--- src/rtl/serial_adder_pkg.sv ---
// serial_adder_pkg: shared FSM states and default operand/digit widths
package serial_adder_pkg;
  typedef enum logic [1:0] {IDLE, RUN, DONE} state_t;
  localparam int DEF_WIDTH = 16;
  localparam int DEF_DIGIT = 4;
endpackage

--- src/rtl/FAC.sv ---
// FAC: 1-bit full adder cell
module FAC (
  input  logic a,
  input  logic b,
  input  logic ci,
  output logic s,
  output logic co
);
  assign s  = a ^ b ^ ci;
  assign co = (a & b) | (ci & (a ^ b));
endmodule

--- src/rtl/serial_adder_digit_adder.sv ---
// digit_adder: DIGIT-bit ripple adder built from FAC cells, exposing the carry into the MSB
module digit_adder #(
  parameter int DIGIT = 4
) (
  input  logic [DIGIT-1:0] a,
  input  logic [DIGIT-1:0] b,
  input  logic             ci,
  output logic [DIGIT-1:0] s,
  output logic             co,
  output logic             cm
);
  logic [DIGIT:0] c;
  assign c[0] = ci;
  for (genvar i = 0; i < DIGIT; i++) begin : g_fa
    FAC u_fa (.a(a[i]), .b(b[i]), .ci(c[i]), .s(s[i]), .co(c[i+1]));
  end
  assign co = c[DIGIT];
  assign cm = c[DIGIT-1];
endmodule

--- src/rtl/serial_adder.sv ---
// serial_adder: digit-serial add/subtract, one DIGIT-wide slice per cycle, LSB digit first
module serial_adder
  import serial_adder_pkg::*;
#(
  parameter int WIDTH = DEF_WIDTH,
  parameter int DIGIT = DEF_DIGIT
) (
  input  logic             clk,
  input  logic             rst,
  input  logic             start,
  input  logic [WIDTH-1:0] a,
  input  logic [WIDTH-1:0] b,
  input  logic             cin,
  input  logic             sub,
  output logic             ready,
  output logic [WIDTH-1:0] sum,
  output logic             cout,
  output logic             overflow,
  output logic             done
);
  localparam int N  = WIDTH / DIGIT;
  localparam int CW = $clog2(N + 1);
  state_t           state, nxt;
  logic [WIDTH-1:0] ra, rb;
  logic             carry, ov, last, dco, dcm;
  logic [CW-1:0]    cnt;
  logic [DIGIT-1:0] ds;
  digit_adder #(.DIGIT(DIGIT)) u_dig (
    .a(ra[DIGIT-1:0]), .b(rb[DIGIT-1:0]), .ci(carry), .s(ds), .co(dco), .cm(dcm)
  );
  assign last = (state == RUN) && (cnt == CW'(N - 1));
  always_comb begin
    nxt = state == IDLE ? (start ? RUN : IDLE) : state == RUN ? (last ? DONE : RUN) : IDLE;
  end
  always_ff @(posedge clk) begin
    if (rst) begin
      state <= IDLE;
      ra    <= '0;
      rb    <= '0;
      sum   <= '0;
      carry <= 1'b0;
      ov    <= 1'b0;
      cnt   <= '0;
    end else begin
      state <= nxt;
      if (state == IDLE && start) begin
        ra    <= a;
        rb    <= sub ? ~b : b;
        carry <= sub | cin;
        cnt   <= '0;
      end else if (state == RUN) begin
        ra                        <= ra >> DIGIT;
        rb                        <= rb >> DIGIT;
        sum[int'(cnt)*DIGIT +: DIGIT] <= ds;
        carry                     <= dco;
        cnt                       <= cnt + CW'(1);
        if (last) ov <= dcm ^ dco;
      end
    end
  end
  assign ready    = state == IDLE;
  assign done     = state == DONE;
  assign cout     = carry;
  assign overflow = ov;
endmodule

--- config.mk ---
export PLATFORM = sky130hd
export DESIGN_NAME = serial_adder
export DESIGN_NICKNAME = d
export VERILOG_FILES = /design/src/rtl/serial_adder_pkg.sv /design/src/rtl/FAC.sv /design/src/rtl/serial_adder_digit_adder.sv /design/src/rtl/serial_adder.sv
export SDC_FILE = /design/constraint.sdc
export NUM_CORES = 1
export LEC_CHECK = 0
export CELL_PAD_IN_SITES_DETAIL_PLACEMENT = 1
export CELL_PAD_IN_SITES_GLOBAL_PLACEMENT = 1
export CORE_MARGIN = 2
export CORE_UTILIZATION = 30
export DETAILED_ROUTE_END_ITERATION = 8
export HOLD_SLACK_MARGIN = 0.15
export PLACE_DENSITY_LB_ADDON = 0.3
export SLEW_MARGIN = 20
export SYNTH_ARGS = -nofsm -noshare
export SYNTH_HDL_FRONTEND = slang
export SYNTH_HIERARCHICAL = 1
export SYNTH_SLANG_ARGS = --single-unit
--- constraint.sdc ---
create_clock -name clk -period 2.4 [get_ports clk]
set_clock_uncertainty 0.15 [all_clocks]
set_input_delay 0.36 -clock clk [delete_from_list [all_inputs] [get_ports clk]]
set_output_delay 0.36 -clock clk [all_outputs]
set_load 0.1 [all_outputs]
==> results.cfg <==
[global_route]
global_route_total_overflow = 0
globalRouteMet1Util = 0.205
grt_first_pass_wirelength_um = 12100
busiest_layer = met2
met3_usage = 0.0272
grt_start_max_net_pins = 44
grt_antenna_before_repair = 0
grt.total_usage = 0.155
first_global_vias = 2437
grt_util_met2 = 0.258

[yosys]
yosys.cell_types.count = 37
ys_top_cells_by_area = sky130_fd_sc_hd__dfxtp_1, sky130_fd_sc_hd__a21oi_1, sky130_fd_sc_hd__nor2_1, sky130_fd_sc_hd__xnor2_1, sky130_fd_sc_hd__a221o_1
netlist_instances = 299
syn-num-nets = 346
avg_inst_size_synth_um2 = 8.90
yosys.area.top_type = sky130_fd_sc_hd__dfxtp_1
yosys_warnings = 6
netlist_area_mm2 = 0.00266
synth.yosys.seq_area_share = 0.414
synth.ff_latch_count = 55
area_share_of_the_largest_cell_type_after_synthesis = 0.414

[power_and_ir_drop]
leak_pwr_nw = 1.35
max-vdd-ir-drop_v = 0.000231
cellPowerDensity_mw_per_mm2 = 576

[setup_path]
critical_path_required_ps = 2500
setup.worst_path.end_class = flip-flop
path_type_of_the_worst_setup_path = flip-flop to flip-flop
worstPathArrival_ps = 2660
crit_path_start_kind = flip-flop
timing.critical_path.fanout_max = 4

[routing]
drcViolationCount = 0
firstDrtPassIters = 4
routed_via_density = 5.00
route.antenna.remaining_nets = 0
detailedRoute.firstIterationViolations = 85
num_vias = 2346
routed_wl_um = 7100
avgRoutedWirePerCell_um = 15.1

[timing]
holdWs_ps = 307
tightest_slew_ps = 929
finalMaxSlewViolations = 0
final.setup.worst_slack_ps = -161
post-route-period-util = 1.07
timing.final.setup_violations = 6
slew_headroom = 0.378
hold_viol = 0
setup_repair_after_global_routing_missed_its_margin = yes
fin_crit_ps = 2560
maxClockFrequency_ghz = 0.390

[floorplan]
fp.dieH_um = 98.2
initial_utilization = 0.307
design.portCount = 57
dieArea_mm2 = 0.00965
die_x_um = 98.2
fp.coreArea_mm2 = 0.00868
fp-row-count = 34

[placed_design]
place_congestion = 0.798
portBuffers = 56
hpwl_um = 5180
dpl_cell_area_mm2 = 0.00339
placed_cell_count = 458

[min_path]
hp-class = flip-flop to flip-flop

[flow_run]
drv.max_cap_violation_count = 0

[run_status]
violations = negative setup slack
status = finished, violations left

[clock_tree]
cts-root-to-sink-buffers = 2
clock_latency_ps = 320
cts.root.buffer_cell = sky130_fd_sc_hd__clkbuf_8
tritoncts = built
cts_buffers = 5
postCtsHoldBufs = 0
cts_sink_cnt = 55
htree_levels = 2
cts.clk_slew.worst_paths_ps = 110

[layout]
mostFrequentLayoutCells = sky130_fd_sc_hd__dfxtp_1, sky130_fd_sc_hd__buf_4, sky130_fd_sc_hd__clkdlybuf4s50_1, sky130_fd_sc_hd__nor2_1, sky130_fd_sc_hd__a21oi_1
antennaDiodeCount = 0
nets = 407
layout_area_growth_over_synthesis_pct = 32.6
layout-drive-gt1-share = 0.222
final_design_utilization = 0.407
layout.cell_area.non_filler_mm2 = 0.00353
fill_cells = 1038
multiInputGateArea_mm2 = 0.00146
mostFrequentLayoutCell = sky130_fd_sc_hd__dfxtp_1
final-instance-count-excl-fill = 469
seqCellArea_mm2 = 0.00111
-- repair_timing --
action,4_1_cts,5_1_grt
setup endpoints to repair,7,9
setup buffers,2,1
resized for setup,4,4
pin swaps,6,1
-- worst paths after layout --
check	from	end	slack, ps	cells after the start
hold / removal	sum[4]	sum[4]	310	2
setup / recovery	ra[0]	sum[15]	-160	7
hold reg to reg	sum[4]	sum[4]	310	2
setup reg to reg	ra[0]	sum[15]	-160	7
-- report_power, final --
part | internal, mW | switching (mW) | leakage [nW]
combinational | 0.228 | 0.262 | 0.852
clock | 0.210 | 0.328 | 0.0485
sequential | 0.968 | 0.0353 | 0.451
-- registers in the layout (all words and copies together), names as in the netlist --
register,flops
sum,16
cout,1
cnt,3
state,2
ra,16
rb,16
overflow,1
-- critical path: stages, from the launching register on --
cell and delay, ps:
sky130_fd_sc_hd__dfxtp_2 350, sky130_fd_sc_hd__fa_2 390, sky130_fd_sc_hd__fa_2 360, sky130_fd_sc_hd__fa_2 360, sky130_fd_sc_hd__fa_2 590, sky130_fd_sc_hd__buf_4 130
sky130_fd_sc_hd__nand3_2 50, sky130_fd_sc_hd__a21oi_2 110
-- layer usage --
layer  vias to the layer above  part of all wire
met4                         0             0.014
met5                         -                 0
met1                      1123              0.47
li1                       1170                 -
met3                        10             0.030
met2                        43              0.48
-- through the flow --
step                TNS (ps)  setup WS, ps  power, mW
floorplan              -1070          -213       1.31
global placement        -659          -169       1.49
detailed placement     -1100          -224       1.50
CTS                     -595          -163       2.05
global route           -1230          -247       2.15
finish                  -660          -161       2.03
-- cell usage after synthesis, drive strengths merged --
cell / n
a22o: 1
o21bai: 1
a22oi: 4
nor3: 14
a21oi: 28
o2111ai: 1
o32ai: 4
buf: 4
nand3: 8
nand2: 13
or4: 3
inv: 7
mux2i: 1
a221o: 12
o41ai: 1
a2111oi: 1
and2: 1
nand4: 4
dfxtp: 55
fa: 4
nand2b: 18
nand4b: 2
nor2b: 5
ha: 6
or4b: 3
xnor2: 14
o21ai: 7
or3b: 13
o21ba: 1
xor2: 4
nor2: 33
nor3b: 1
clkbuf: 21
a311oi: 1
and4b: 3
-- area by class of cell --
cell class | instances | area share
flip-flops and latches | 55 | 0.313
clock inverters | 3 | 0.00638
well taps | 108 | 0.0383
repair buffers | 79 | 0.201
inverters | 7 | 0.00744
clock buffers | 5 | 0.0195
multi-input cells | 212 | 0.414
-- cell families (layout without fill, tap and decap cells) --
family / Yosys count / in the layout / synth area share
flops: 55 / 55 / 0.414
simple gates: 121 / 121 / 0.255
xor+xnor: 18 / 18 / 0.0592
compound gates: 62 / 62 / 0.158
mux: 1 / 1 / 0.00376
buf+inv: 32 / 94 / 0.0517
fa+ha+maj: 10 / 10 / 0.0583
Power figures use the tool's default switching activity.
